**src/rtl/key_reader_pkg.sv**
```systemverilog
// Shared types and cycle-count helpers for the push-button reader.
// State encoding for the per-key debounce FSM plus ms-to-cycle conversion.
package key_reader_pkg;

    typedef enum logic [2:0] {
        RELEASED,
        DB_PRESS,
        PRESSED,
        HELD,
        DB_RELEASE
    } key_state_t;

    function automatic int ms_to_cycles(input int clk_hz, input int ms);
        return clk_hz / 1000 * ms;
    endfunction

    // Counters only ever reach n-1; keep at least one bit so n=1 stays legal.
    function automatic int cnt_width(input int n);
        return (n > 1) ? $clog2(n) : 1;
    endfunction

endpackage

```
**src/rtl/key_debounce_fsm.sv**
```systemverilog
// One key: 2-flop sync, debounce/hold FSM, registered press/release/hold pulses and toggle.
// Latency: pulse visible DB_CYCLES+3 edges after a stable KEY change; no backpressure, pulses are fire-and-forget.
module key_debounce_fsm
    import key_reader_pkg::*;
#(
    parameter int DB_CYCLES      = 4,
    parameter int HOLD_CYCLES    = 20,
    parameter bit KEY_ACTIVE_LOW = 1'b1
) (
    input  logic core_clk,
    input  logic arst_n,
    input  logic key_raw,
    output logic key_level,
    output logic key_press,
    output logic key_release,
    output logic key_hold,
    output logic key_toggle
);

    localparam int DB_W   = cnt_width(DB_CYCLES);
    localparam int HOLD_W = cnt_width(HOLD_CYCLES);
    localparam logic [DB_W-1:0]   DB_LAST   = DB_W'(DB_CYCLES - 1);
    localparam logic [HOLD_W-1:0] HOLD_LAST = HOLD_W'(HOLD_CYCLES - 1);
    localparam logic IDLE_RAW = KEY_ACTIVE_LOW;

    logic [1:0]        sync_q, sync_d;
    key_state_t        state_q, state_d;
    logic [DB_W-1:0]   db_cnt_q, db_cnt_d;
    logic [HOLD_W-1:0] hold_cnt_q, hold_cnt_d;
    logic              held_q, held_d;
    logic              level_q, level_d;
    logic              press_q, press_d;
    logic              release_q, release_d;
    logic              hold_q, hold_d;
    logic              toggle_q, toggle_d;
    logic              s;

    assign s = sync_q[1] ^ KEY_ACTIVE_LOW;

    always_comb begin
        sync_d     = {sync_q[0], key_raw};
        state_d    = state_q;
        db_cnt_d   = db_cnt_q;
        hold_cnt_d = hold_cnt_q;
        held_d     = held_q;
        level_d    = level_q;
        toggle_d   = toggle_q;
        press_d    = 1'b0;
        release_d  = 1'b0;
        hold_d     = 1'b0;
        // Counters advance only below their terminal value, so they never wrap.
        case (state_q)
            RELEASED: begin
                if (s) begin
                    state_d  = DB_PRESS;
                    db_cnt_d = '0;
                end
            end
            DB_PRESS: begin
                if (!s) begin
                    state_d = RELEASED;
                end else if (db_cnt_q == DB_LAST) begin
                    state_d    = PRESSED;
                    press_d    = 1'b1;
                    level_d    = 1'b1;
                    toggle_d   = ~toggle_q;
                    hold_cnt_d = '0;
                    held_d     = 1'b0;
                end else begin
                    db_cnt_d = db_cnt_q + 1'b1;
                end
            end
            PRESSED: begin
                if (!s) begin
                    state_d  = DB_RELEASE;
                    db_cnt_d = '0;
                end else if (hold_cnt_q == HOLD_LAST) begin
                    state_d = HELD;
                    hold_d  = 1'b1;
                    held_d  = 1'b1;
                end else begin
                    hold_cnt_d = hold_cnt_q + 1'b1;
                end
            end
            HELD: begin
                if (!s) begin
                    state_d  = DB_RELEASE;
                    db_cnt_d = '0;
                end
            end
            DB_RELEASE: begin
                // A release bounce resumes where the press left off; hold_cnt is untouched.
                if (s) begin
                    state_d = held_q ? HELD : PRESSED;
                end else if (db_cnt_q == DB_LAST) begin
                    state_d   = RELEASED;
                    release_d = 1'b1;
                    level_d   = 1'b0;
                end else begin
                    db_cnt_d = db_cnt_q + 1'b1;
                end
            end
            default: state_d = RELEASED;
        endcase
    end

    always_ff @(posedge core_clk or negedge arst_n) begin
        if (!arst_n) begin
            sync_q     <= {2{IDLE_RAW}};
            state_q    <= RELEASED;
            db_cnt_q   <= '0;
            hold_cnt_q <= '0;
            held_q     <= 1'b0;
            level_q    <= 1'b0;
            press_q    <= 1'b0;
            release_q  <= 1'b0;
            hold_q     <= 1'b0;
            toggle_q   <= 1'b0;
        end else begin
            sync_q     <= sync_d;
            state_q    <= state_d;
            db_cnt_q   <= db_cnt_d;
            hold_cnt_q <= hold_cnt_d;
            held_q     <= held_d;
            level_q    <= level_d;
            press_q    <= press_d;
            release_q  <= release_d;
            hold_q     <= hold_d;
            toggle_q   <= toggle_d;
        end
    end

    assign key_level   = level_q;
    assign key_press   = press_q;
    assign key_release = release_q;
    assign key_hold    = hold_q;
    assign key_toggle  = toggle_q;

endmodule

```
**src/rtl/key_reader.sv**
```systemverilog
// Board push-button reader: N_KEYS independent synchronise/debounce/hold channels.
// Latency: DB_CYCLES+3 edges from KEY change to press/release pulse; no backpressure.
module key_reader
    import key_reader_pkg::*;
#(
    parameter int CLK_HZ         = 50000000,
    parameter int DEBOUNCE_MS    = 10,
    parameter int HOLD_MS        = 1000,
    parameter int N_KEYS         = 4,
    parameter bit KEY_ACTIVE_LOW = 1'b1
) (
    input  logic              CLOCK_50,
    input  logic              RESET_N,
    input  logic [N_KEYS-1:0] KEY,
    output logic [N_KEYS-1:0] key_level,
    output logic [N_KEYS-1:0] key_press,
    output logic [N_KEYS-1:0] key_release,
    output logic [N_KEYS-1:0] key_hold,
    output logic [N_KEYS-1:0] key_toggle
);

    localparam int DB_CYCLES   = ms_to_cycles(CLK_HZ, DEBOUNCE_MS);
    localparam int HOLD_CYCLES = ms_to_cycles(CLK_HZ, HOLD_MS);

    for (genvar i = 0; i < N_KEYS; i++) begin : g_key
        key_debounce_fsm #(
            .DB_CYCLES      (DB_CYCLES),
            .HOLD_CYCLES    (HOLD_CYCLES),
            .KEY_ACTIVE_LOW (KEY_ACTIVE_LOW)
        ) u_fsm (
            .core_clk    (CLOCK_50),
            .arst_n      (RESET_N),
            .key_raw     (KEY[i]),
            .key_level   (key_level[i]),
            .key_press   (key_press[i]),
            .key_release (key_release[i]),
            .key_hold    (key_hold[i]),
            .key_toggle  (key_toggle[i])
        );
    end

endmodule

```
**config.mk**
```make
export PLATFORM = sky130hd
export DESIGN_NAME = key_reader
export DESIGN_NICKNAME = d
export VERILOG_FILES = /design/src/rtl/key_reader_pkg.sv /design/src/rtl/key_debounce_fsm.sv /design/src/rtl/key_reader.sv
export SDC_FILE = /design/constraint.sdc
export NUM_CORES = 1
export LEC_CHECK = 0
export BUFFER_PORTS_ARGS = -buffer_cell sky130_fd_sc_hd__buf_2
export CAP_MARGIN = 10
export CELL_PAD_IN_SITES_DETAIL_PLACEMENT = 2
export CELL_PAD_IN_SITES_GLOBAL_PLACEMENT = 2
export CORE_MARGIN = 3
export CORE_UTILIZATION = 35
export DETAILED_ROUTE_END_ITERATION = 16
export PLACE_DENSITY = 0.72
export SETUP_SLACK_MARGIN = 0.15
export SLEW_MARGIN = 40
export SYNTH_ARGS = -nofsm -noshare
export SYNTH_HDL_FRONTEND = slang
export SYNTH_HIERARCHICAL = 1
export SYNTH_SLANG_ARGS = --single-unit
```
**constraint.sdc**
```tcl
create_clock -name CLOCK_50 -period 4.6 [get_ports CLOCK_50]
set_input_delay 0.23 -clock CLOCK_50 [delete_from_list [all_inputs] [get_ports CLOCK_50]]
set_output_delay 0.23 -clock CLOCK_50 [all_outputs]
set_load 0.05 [all_outputs]
```
Word level (Yosys, flattened, before mapping)
Index checks and enable logic that the tools add are counted.
{ "op_classes": {"eq_ne": 76, "bitwise": 8, "n_reduce_logical": 44, "muxes": 152, "n_addsub": 8} }
{ "op_table": {"columns": ["op", "n"], "rows": [
  ["$mux 26", 16],
  ["$mux 19", 20],
  ["$pmux 19 s4", 4],
  ["$pmux 26 s2", 4],
  ["$add 26x1->26 const B", 4],
  ["$eq 26x26->1 const B", 4],
  ["$reduce_and 5->1", 20],
  ["$mux 3", 32],
  ["$add 19x1->19 const B", 4],
  ["$eq 19x19->1 const B", 4],
  ["$mux 1", 64],
  ["$pmux 3 s5", 4],
  ["$ne 2x1->1 const B", 24],
  ["$ne 2x2->1 const B", 16],
  ["$eq 3x2->1 const B", 8],
  ["$ne 3x1->1 const B", 8],
  ["$pmux 1 s2", 8],
  ["$reduce_bool 2->1", 8],
  ["$reduce_bool 4->1", 4],
  ["$eq 3x1->1 const B", 4],
  ["$eq 3x3->1 const B", 4],
  ["$logic_not 3->1", 4],
  ["$ne 3x3->1 const B", 4],
  ["$reduce_and 3->1", 4],
  ["other kinds (2)", 12]
]} }
{ "word_totals": {"ff_bits": 224, "input_bits": 6, "out_inout_bits": 20, "wordCells": 328} }

Longest topological paths before layout
Gate-level depths: netlist of run 1.
{ "logic_depth": {"depth_word": 4, "depth_mapped": 10, "ltp_nobuf": 8} }

Modules after synthesis
Netlist of run 1, hierarchy kept.
{ "modules_own_cells": {"columns": ["module", "n_inst", "cells_each", "area_per_inst_um2", "seq_area_each_um2"], "rows": [
  ["key_debounce_fsm (g_key[1].u_fsm ...)", 2, 321, 3000.4, 1403.8],
  ["key_debounce_fsm (g_key[3].u_fsm)", 1, 356, 3283.1, 1403.8],
  ["key_debounce_fsm (g_key[0].u_fsm)", 1, 353, 3189.3, 1403.8]
]} }

Least setup slack after synthesis of run 1
No wires, ideal clock.
{ "synth_timing": {"path_type": "reg2reg", "startpoint": "register g_key[3].u_fsm.hold_cnt_q[0]", "endpoint": "register g_key[3].u_fsm.state_q[0]", "setup_ns": 0.111, "t_arrival_ns": 2.149, "path_slack_ns": 2.339, "period_less_slack_ns": 2.261, "path_buffers": 1, "path_stages_with_launch": 8, "path_cell_list": "dfrtp_1 -> ha_1 -> nand3_2 -> or3_4 -> or4_4 -> buf_6 -> a21o_1 -> a2111oi_2"} }
{ "synth_between": {"elab_chain_len": 3} }
{ "synth_rtl": {"columns": ["item", "line_no", "source"], "rows": [
  ["start: declaration", "key_debounce_fsm.sv:29", "logic [HOLD_W-1:0] hold_cnt_q, hold_cnt_d;"],
  ["start signal: assignment", "key_debounce_fsm.sv:123", "hold_cnt_q <= hold_cnt_d;"],
  ["$eq 26x26->1", "key_debounce_fsm.sv:77", "end else if (hold_cnt_q == HOLD_LAST) begin"],
  ["$ne 3x1->1 (no line)", null, null],
  ["$reduce_and 5->1 (no line)", null, null],
  ["end signal: assignment", "key_debounce_fsm.sv:121", "state_q <= state_d;"],
  ["end: declaration", "key_debounce_fsm.sv:27", "key_state_t state_q, state_d;"]
]} }
No other way between the ends.
A chain may end at the register's enable or synchronous reset.

Worst setup path after layout of run 1
{ "layout_timing": {"startpoint": "register g_key[1].u_fsm.db_cnt_q[5]", "endpoint": "register g_key[1].u_fsm.hold_cnt_q[14]"} }
{ "layout_between": {"elab_chain_len": 3} }
{ "layout_rtl": {"columns": ["item", "line_no", "source"], "rows": [
  ["start: declaration", "key_debounce_fsm.sv:28", "logic [DB_W-1:0] db_cnt_q, db_cnt_d;"],
  ["start signal: assignment", "key_debounce_fsm.sv:122", "db_cnt_q <= db_cnt_d;"],
  ["$eq 19x19->1", "key_debounce_fsm.sv:62", "end else if (db_cnt_q == DB_LAST) begin"],
  ["$ne 2x1->1 (no line)", null, null],
  ["$reduce_and 5->1 (no line)", null, null],
  ["end signal: assignment", "key_debounce_fsm.sv:123", null],
  ["end: declaration", "key_debounce_fsm.sv:29", null]
]} }
No other way between the ends.

==> impl_metrics.toml, run 1 <==
[sta]
setup_viol_count_final = 0
fin_crit_sh = 0.621
hold_slack_ns = 0.119
slew_viol_final = 0
finalCriticalPeriod_ns = 2.86
slew_headroom = 0.485
fmax_mhz = 350
finalHoldViolCount = 0
finalSetupTns_ns = 0
finClkSkew_ns = 0.0109
tightest_slew_ns = 0.769
fin_ws_ns = 1.74
rsz0062_at_grt = "false"

[worst_setup_path]
critPathArrivalTime_ns = 3.31
crit_type = "reg -> reg"
crit_path_start_kind = "flip-flop"
cp.required_ns = 5.05
cp_max_fo = 19
endpoint_kind = "flip-flop"

[synth]
synth.area.top_cells = "dfrtp_1 43%, o21ai_0 4.8%, nand3_1 3.8%"
yosysUniqueCellTypes = 87
synth_cells = 1351
ys.flop_type = "dfrtp_1"
syn_area_um2 = 12500
synth_top_cell_by_area = "dfrtp_1"
ys_seq_area_frac = 0.450
async_reset_ff_frac = 1.00
avgSynthCellArea_um2 = 9.23
yosys_warnings = 6
synth_edf_count = 0
synth_fp_nets = 1365
synth-seq-cells = 224
synth_top_area_frac = 0.433

[finish]
area_growth_pct = 12.5
final_layout_size_suffix_gt1_frac = 0.118
diodes = 0
layout.nets = 1372
layout_common_cells = "216 x dfrtp_1, 122 x nor2_1, 120 x o21ai_0, 107 x nand2_1, 94 x nand3_1"
layout_commonest_cell = "dfrtp_1"
final_core_util = 0.403

[global_routing]
antenna_found_initial = 0
grt_max_degree = 71
grt_first_pass_wirelength_mm = 63.0
gr-total-overflow = 0
grt_pass1_vias = 11800
grt_usage = 0.193

[place]
place_congestion = 0.749
pre_cts_ws_ns = 1.75
dp_hpwl_mm = 24.4
port_buffers = 25

[drt]
drc = 0
wl_met2_mm = 17.4
dr.pass1.iters = 6
detail_route.wl_per_cell_um = 19.7
vias_per_cell = 5.88
final_antenna_net_count = 0
top_layer = "met4"
drt-met1-wl_mm = 17.5
wl_mm = 36.2
drtIter0Drc = 540
wl_met3_um = 879
vias = 10800

[clocking]
clockRootBuffer = "clkbuf_16"
post_cts_resized = 0
cts_tree = "done"
clock_sinks = 224
cts_buffer_depth = 3
clk_pin_slew_worst_paths_ns = 0.06
clk_latency_ns = 0.55
h-tree-depth = 1
numCtsBuffers = 28

[floorplanning]
die_area_um2 = 37900
initial_core_util = 0.358
die_w_um = 195
rows = 68
chipHeight_um = 195
ios = 26
core_area_um2 = 34800

[status]
outcome = "complete, no violations"

[min_path]
worstHoldPathType = "in -> async"

[power_and_ir_drop]
max-vdd-ir-drop_uv = 324
power_density_nw_per_um2 = 311
leakage_uw = 0.00558
power_uw = 4360

[job]
drv_cap = 0
==> synthesized netlist by cell type (16+ instances only) <==
| cell type | instances |
|---|---|
| nand3_1 | 94 |
| xor2_1 | 22 |
| nor3_1 | 42 |
| o21ai_0 | 120 |
| a31oi_1 | 29 |
| inv_1 | 25 |
| clkbuf_1 | 36 |
| or3_1 | 16 |
| nor4_1 | 23 |
| nor2_1 | 123 |
| nand2b_1 | 19 |
| and3_1 | 24 |
| dfrtp_1 | 216 |
| o31ai_1 | 47 |
| nand2_1 | 107 |
| a21oi_1 | 39 |
| xnor2_1 | 32 |
| nand4_1 | 49 |
==> repair_timing <==
item / CTS / global route
endpoints found under the hold margin: 75 / 0
endpoints found under the setup margin: 0 / 0
buffers inserted: 0 / 0
hold buffers: 5 / 0
==> registers in the layout (all words and copies together) (netlist names) <==
signal and flops:
g_key.u_fsm/hold_cnt_q 104, g_key.u_fsm/db_cnt_q 76, g_key.u_fsm/state_q 12, g_key.u_fsm/sync_q 8
g_key.u_fsm/held_q 4, g_key.u_fsm/key_hold 4, g_key.u_fsm/key_level 4, g_key.u_fsm/key_press 4
g_key.u_fsm/key_release 4, g_key.u_fsm/key_toggle 4
==> worst max-delay path, stage by stage (launching register included) <==
cell     delay, ns
dfrtp_1       0.45
or4b_1        0.54
nor3_2        0.34
nand4_4       0.33
inv_2         0.31
a21oi_2       0.20
or3_1         0.40
a21oi_1       0.18
==> per-layer routing <==
metal	GRT usage	vias to the layer above
met3	0.0281	28
met1	0.269	5586
met4	0.0277	0
met2	0.328	73
met5	0	-
li1	-	5106
==> logic make-up after synthesis <==
family          after synthesis  synth area share
fa+ha+maj                     8           0.00803
flops                       224             0.450
simple gates                608             0.269
compound gates              359             0.196
xor+xnor                     54            0.0379
buf+inv                      92            0.0334
mux                           6           0.00502
==> worst paths after layout <==
check / to / slack, ns / cells past startpoint / start
setup / recovery: g_key[1].u_fsm/hold_cnt_q[14] / 1.74 / 7 / g_key[1].u_fsm/db_cnt_q[5]
hold / removal: g_key[3].u_fsm/hold_cnt_q[23] / 0.12 / 2 / RESET_N
setup reg to reg: g_key[1].u_fsm/hold_cnt_q[14] / 1.74 / 7 / g_key[1].u_fsm/db_cnt_q[5]
hold reg to reg: g_key[2].u_fsm/sync_q[1] / 0.35 / 0 / g_key[2].u_fsm/sync_q[0]
max in group asynchronous: g_key[2].u_fsm/sync_q[0] / 3.19 / 5 / RESET_N
min in group CLOCK_50: g_key[1].u_fsm/sync_q[0] / 0.33 / 2 / KEY[1]
==> final cells by class <==
type | count | area (µm²)
fill | 3799 | 20800
sequential | 224 | 5620
multi-input combinational | 1035 | 6500
clock inverter | 10 | 105
inverter | 27 | 101
timing repair buffer | 42 | 328
tap | 455 | 569
clock buffer | 42 | 815
==> power breakdown <==
part	switching, µW	internal, µW	total, µW
Sequential	26.2	1990	2020
Clock	863	1330	2190
Combinational	109	44.4	153
Total	998	3370	4360
==> per-stage QoR <==
stage	cell area, µm²	cells
final	14000	1835
after global routing	14000	1835
after CTS	14000	1835
after detailed placement	13000	1778
after global placement	13000	1776
after floorplan	12500	1351
No activity file was read; power rests on OpenSTA's default activity.
==> run 2: changes to the inputs <==
==> constraint.sdc (replaced) <==
create_clock -name CLOCK_50 -period 2.7 [get_ports CLOCK_50]
set_input_delay 0.135 -clock CLOCK_50 [delete_from_list [all_inputs] [get_ports CLOCK_50]]
set_output_delay 0.135 -clock CLOCK_50 [all_outputs]
set_load 0.05 [all_outputs]
==> run 2 against run 1 <==
Against the previous run:
- clock skew rose by 0.0089 ns
- highest routed layer unchanged
- largest power group unchanged
- maximum frequency rose by 17%
- via count rose by 2.8%
==> impl_metrics.toml, run 2 (synthesis results as in run 1) <==
[finish]
final_layout_size_suffix_gt1_frac = 0.148
layout.nets = 1429
largest_reg_flops = 104
diodes = 0
layout_commonest_cell = "dfrtp_1"
area_growth_pct = 15.6
reg.largest.list = "g_key.u_fsm/hold_cnt_q (104), g_key.u_fsm/db_cnt_q (76), g_key.u_fsm/state_q (12)"
final_core_util = 0.414
largest_register = "g_key.u_fsm/hold_cnt_q"
layout_common_cells = "216 x dfrtp_1, 123 x nor2_1, 120 x o21ai_0, 107 x nand2_1, 94 x nand3_1"

[clocking]
cts_buffer_depth = 3
cts_tree = "done"
clk_latency_ns = 0.57
numCtsBuffers = 28
clockRootBuffer = "clkbuf_16"
clk_pin_slew_worst_paths_ns = 0.06
h-tree-depth = 1
clock_sinks = 224

[worst_setup_path]
crit_chain = "or4b_1 -> nor3_4 -> buf_12 -> nand4_4 -> buf_4 -> a2111oi_2 -> xnor2_1 -> nor2_1"
endpoint_kind = "flip-flop"
crit_path_start_kind = "flip-flop"
slowest_stage = "or4b_1"
max_stage_delay_ns = 0.58
cp.required_ns = 3.15
critPathArrivalTime_ns = 2.89
ff2ff_path_depth = 8
r2r_start = "g_key[1].u_fsm/db_cnt_q[5]"
crit_type = "reg -> reg"
timing.rr.end = "g_key[1].u_fsm/hold_cnt_q[23]"
reg2reg_slack_ns = 0.26
cp_max_fo = 6

[sta]
finalHoldViolCount = 0
tightest_slew_ns = 0.841
hold_slack_ns = 0.215
fin_ws_ns = 0.259
fmax_mhz = 410
finalSetupTns_ns = 0
setup_viol_count_final = 0
finalCriticalPeriod_ns = 2.44
fin_crit_sh = 0.904
finClkSkew_ns = 0.0198
slew_headroom = 0.434
rsz0062_at_grt = "false"
slew_viol_final = 0

[power_and_ir_drop]
netSwitchingPower_uw = 1720
switching_share = 0.236
p_seq_frac = 0.471
pwr-share-comb = 0.037
power_frac_clock = 0.492
power_density_nw_per_um2 = 506
leakage_uw = 0.00588
p_int_uw = 5570
max-vdd-ir-drop_uv = 434

[drt]
drtIter0Drc = 537
drc = 0
dr.pass1.iters = 4
final_antenna_net_count = 0
wl_mm = 37.6
detail_route.wl_per_cell_um = 19.9
vias = 11100
vias_per_cell = 5.87

[min_path]
holdPathEnd = "g_key[1].u_fsm/sync_q[0]"
hold_depth = 2
worstHoldPathType = "in -> reg"
min_from = "KEY[1]"

[global_routing]
grtUsageMet1 = 0.266
gr-total-overflow = 0
grt-busiest-layer = "met2"
grt_pass1_vias = 12100
grt_usage = 0.196
gr-usage-met2 = 0.340
met3_usage = 0.0251
grt_first_pass_wirelength_mm = 63.5
grt_max_degree = 129
antenna_found_initial = 0

[floorplanning]
initial_core_util = 0.358
die_area_um2 = 37900
chipHeight_um = 195
rows = 68
core_area_um2 = 34800
die_w_um = 195
ios = 26

[job]
drv_cap = 0

[place]
place_congestion = 0.765
dp_hpwl_mm = 24.9
port_buffers = 25
pre_cts_ws_ns = 0.126

[status]
outcome = "complete, no violations"
==> run 2: changes by cell type in the layout (fill, tap and decap cells not counted), moves of 2 or more <==
cell,change
buf_12,+2
clkinvlp_4,-2
buf_4,+56
nor3_2,-2
nor4_2,-4
nor3_4,+2
buf_16,-2
clkbuf_8,+3
a21oi_2,-2
bufinv_16,-2
nor4_1,+4
a21oi_4,+2
==> run 2: timing repair <==
item | 4_1_cts | 5_1_grt
gates cloned | 0 | 1
hold endpoints to repair | 220 | 0
buffers inserted | 4 | 7
pin swaps | 2 | 2
hold buffers | 5 | 0
resized for setup | 1 | 5
endpoints found under the setup margin | 7 | 27
==> run 2: how the worst max path moves through the flow <==
stage | startpoint | endpoint | slack, ns | depth (start not counted)
final | g_key[1].u_fsm/db_cnt_q[5] | g_key[1].u_fsm/hold_cnt_q[23] | 0.26 | 8
after global routing | g_key[1].u_fsm/db_cnt_q[5] | g_key[1].u_fsm/hold_cnt_q[2] | 0.14 | 9
after CTS | g_key[1].u_fsm/db_cnt_q[12] | g_key[1].u_fsm/hold_cnt_q[2] | 0.21 | 8
after detailed placement | g_key[2].u_fsm/db_cnt_q[12] | g_key[2].u_fsm/hold_cnt_q[14] | 0.13 | 7
after global placement | g_key[2].u_fsm/db_cnt_q[12] | g_key[2].u_fsm/hold_cnt_q[14] | 0.25 | 7
after floorplan | g_key[3].u_fsm/hold_cnt_q[0] | g_key[3].u_fsm/state_q[0] | 0.44 | 7
==> run 2: per-stage QoR <==
| stage | cells | power [µW] | area (µm²) |
|---|---|---|---|
| 6_report | 1891 | 7290 | 14400 |
| 4_1_cts | 1883 | 7440 | 14300 |
| 2_1_floorplan | 1351 | 3610 | 12500 |
| 3_5_place_dp | 1823 | 3760 | 13300 |
| 3_3_place_gp | 1823 | 3750 | 13300 |
| 5_1_grt | 1891 | 7610 | 14400 |
==> run 2: metal layers <==
metal	wire, µm	vias to the layer above	share of wire
met3	912	44	0.024
met1	17600	5738	0.47
met4	607	0	0.016
li1	-	5223	-
met5	0	-	0
met2	18500	95	0.49
==> run 2: power by group through the flow <==
stage	registers, µW	clock network (µW)	logic [µW]
global placement	3490	0	259
floorplan	3480	0	129
detailed placement	3500	0	269
global route	3440	3860	310
CTS	3440	3720	278
finish	3440	3590	266
==> run 2: cell type report <==
cell class	instances	area, µm²
timing repair buffer	98	733
inverter	27	101
multi-input combinational	1036	6520
tap	455	569
fill	3801	20400
clock buffer	44	831
sequential	224	5620
clock inverter	7	46.3
==> run 2: critical path: cells and delay by family, from the launching register on <==
kind,cells,cell delay [ns]
flip-flops,1,0.43
AND/OR/NAND/NOR,4,1.05
XOR/XNOR,1,0.16
buffers and inverters,2,0.35
AO/OA/AOI/OAI,1,0.32
==> run 3: changes to the inputs <==
--- a/config.mk
+++ b/config.mk
@@ -5,6 +5,7 @@
 export SDC_FILE = /design/constraint.sdc
 export NUM_CORES = 1
 export LEC_CHECK = 0
+export ABC_AREA = 1
 export BUFFER_PORTS_ARGS = -buffer_cell sky130_fd_sc_hd__buf_2
 export CAP_MARGIN = 10
 export CELL_PAD_IN_SITES_DETAIL_PLACEMENT = 2
@@ -12,9 +13,7 @@
 export CORE_MARGIN = 3
 export CORE_UTILIZATION = 35
 export DETAILED_ROUTE_END_ITERATION = 16
-export PLACE_DENSITY = 0.72
-export SETUP_SLACK_MARGIN = 0.15
-export SLEW_MARGIN = 40
+export PLACE_DENSITY = 0.79
 export SYNTH_ARGS = -nofsm -noshare
 export SYNTH_HDL_FRONTEND = slang
 export SYNTH_HIERARCHICAL = 1
==> run 3 against run 2 <==
Against the previous run:
- clock-buffer cell count up 5
- final cell count up 48%
- hold slack worse by 0.13 ns
- non-clock buffer count down 56
- die area up 18%
- largest power group unchanged
==> impl_metrics.toml, run 3 <==
[clocking]
clk_pin_slew_worst_paths_ns = 0.06
cts_buffer_depth = 3
clockRootBuffer = "clkbuf_16"
cts_setup_buffers = 0
numCtsBuffers = 30
clock_sinks = 224
h-tree-depth = 1
cts_tree = "done"
clk_latency_ns = 0.57

[power_and_ir_drop]
p_seq_frac = 0.352
power_density_nw_per_um2 = 657
p_int_uw = 6770
netSwitchingPower_uw = 4050
max-vdd-ir-drop_uv = 457
leakage_uw = 0.00748
switching_share = 0.374
power_frac_clock = 0.383
pwr-share-comb = 0.266
power_uw = 10800

[finish]
final_layout_size_suffix_gt1_frac = 0.0861
reg.largest.list = "g_key.u_fsm/hold_cnt_q (104), g_key.u_fsm/db_cnt_q (76), g_key.u_fsm/state_q (12)"
layout_commonest_cell = "nand2_1"
regArea_um2 = 5620
largest_reg_flops = 104
nFillCells = 5096
multi_input_area_um2 = 8090
final_core_util = 0.398
largest_register = "g_key.u_fsm/hold_cnt_q"
layout_common_cells = "830 x nand2_1, 378 x nor2_1, 216 x dfrtp_1, 167 x inv_1, 146 x nand3_1"
layout.nets = 2255
diodes = 0
area_growth_pct = 11.1

[drt]
dr.pass1.iters = 5
drc = 0
final_antenna_net_count = 0
vias_per_cell = 5.17
vias = 14500
detail_route.wl_per_cell_um = 17.4
wl_mm = 48.8
drtIter0Drc = 608

[sta]
setup_viol_count_final = 0
finalCriticalPeriod_ns = 2.47
fin_ws_ns = 0.234
finClkSkew_ns = 0.0107
rsz0062_at_grt = "false"
fin_crit_sh = 0.913
fmax_mhz = 406
hold_slack_ns = 0.0835
slew_viol_final = 0
slew_headroom = 0.565
finalHoldViolCount = 0
finalSetupTns_ns = 0
tightest_slew_ns = 0.647

[worst_setup_path]
endpoint_kind = "flip-flop"
crit_type = "reg -> reg"
critPathArrivalTime_ns = 2.92
reg2reg_slack_ns = 0.23
crit_path_start_kind = "flip-flop"
cp.required_ns = 3.15
cp_max_fo = 26

[global_routing]
grt_first_pass_wirelength_mm = 83.4
antenna_found_initial = 0
grt_usage = 0.224
grt_pass1_vias = 16300
grt_max_degree = 78
gr-total-overflow = 0

[synth]
synth_edf_count = 0
synth-seq-cells = 224
synth_fp_nets = 2225
synth_top_cell_by_area = "dfrtp_1"
ys.flop_type = "dfrtp_1"
syn_area_um2 = 14800
synth_top_area_frac = 0.364
ys_top_cells_by_count = "830 x nand2_1, 378 x nor2_1, 216 x dfrtp_1, 167 x inv_1, 146 x nand3_1"
synth.area.top_cells = "dfrtp_1 36%, nand2_1 21%, nor2_1 9.6%"
avgSynthCellArea_um2 = 6.71
yosysMostFrequentCell = "nand2_1"
yosys_warnings = 6
ys_seq_area_frac = 0.379
synth_cells = 2211
async_reset_ff_frac = 1.00
yosysUniqueCellTypes = 43

[status]
outcome = "complete, no violations"

[floorplanning]
die_w_um = 212
ios = 26
rows = 74
die_area_um2 = 44900
core_area_um2 = 41400
initial_core_util = 0.358
chipHeight_um = 212

[job]
drv_cap = 0

[place]
dp_hpwl_mm = 34.9
place_congestion = 0.840
pre_cts_ws_ns = 0.312
port_buffers = 25

[min_path]
worstHoldPathType = "in -> async"
==> run 3: worst paths after layout <==
check / cells after the start / from / endpoint
max: 10 / g_key[3].u_fsm/db_cnt_q[0] / g_key[3].u_fsm/hold_cnt_q[16]
min reg2reg: 0 / g_key[3].u_fsm/sync_q[0] / g_key[3].u_fsm/sync_q[1]
max in group asynchronous: 3 / RESET_N / g_key[1].u_fsm/sync_q[0]
min: 2 / RESET_N / g_key[0].u_fsm/hold_cnt_q[6]
max reg2reg: 10 / g_key[3].u_fsm/db_cnt_q[0] / g_key[3].u_fsm/hold_cnt_q[16]
min in group CLOCK_50: 2 / KEY[1] / g_key[1].u_fsm/sync_q[0]
==> run 3: kinds of logic (layout without fill, tap and decap cells) <==
kind of cell    count (synthesis)  after routing  share of synthesized area
xor+xnor                       96             96                     0.0567
fa+ha+maj                       8              8                    0.00675
compound gates                 96             96                     0.0372
simple gates                 1540           1540                      0.444
flops                         224            224                      0.379
buf+inv                       247            301                     0.0766
==> run 3: critical path, stage by stage (launching register included) <==
cell	delay (ns)
dfrtp_1	0.46
ha_1	0.33
nand3_1	0.17
inv_1	0.20
nand4_1	0.12
nor2_1	0.24
nand3_1	0.15
nand2_2	0.28
nand2_8	0.21
nand2_1	0.14
nand2_1	0.05
==> run 3: metal layers <==
layer,global-route usage,vias up,share of wire
met1,0.286,7279,0.46
li1,-,7000,-
met4,0.0471,0,0.020
met3,0.0233,66,0.019
met2,0.408,118,0.50
met5,0,-,0
==> run 3: what timing repair did <==
action,CTS,global route
hold buffers,5,0
setup endpoints to repair,0,6
hold endpoints to repair,108,0
resized for setup,0,1
==> run 3: power by group through the flow <==
stage               clock, µW  sequential (µW)  combinational [µW]
global route             4430             3840                3240
detailed placement          0             3860                2870
CTS                      4290             3810                2920
global placement            0             3850                2760
floorplan                   0             3790                2130
finish                   4140             3810                2870
==> run 3: cell type report <==
type                       count  area share
clock buffer                  49      0.0554
inverter                     203      0.0479
tap                          532      0.0404
timing repair buffer          42      0.0182
multi-input combinational   1740       0.491
sequential                   224       0.341
clock inverter                 7     0.00668
==> run 3: stage by stage <==
stage               std cells  instance area (µm²)
global route             2797                16500
finish                   2797                16500
floorplan                2211                14800
global placement         2736                15400
detailed placement       2736                15400
CTS                      2797                16500
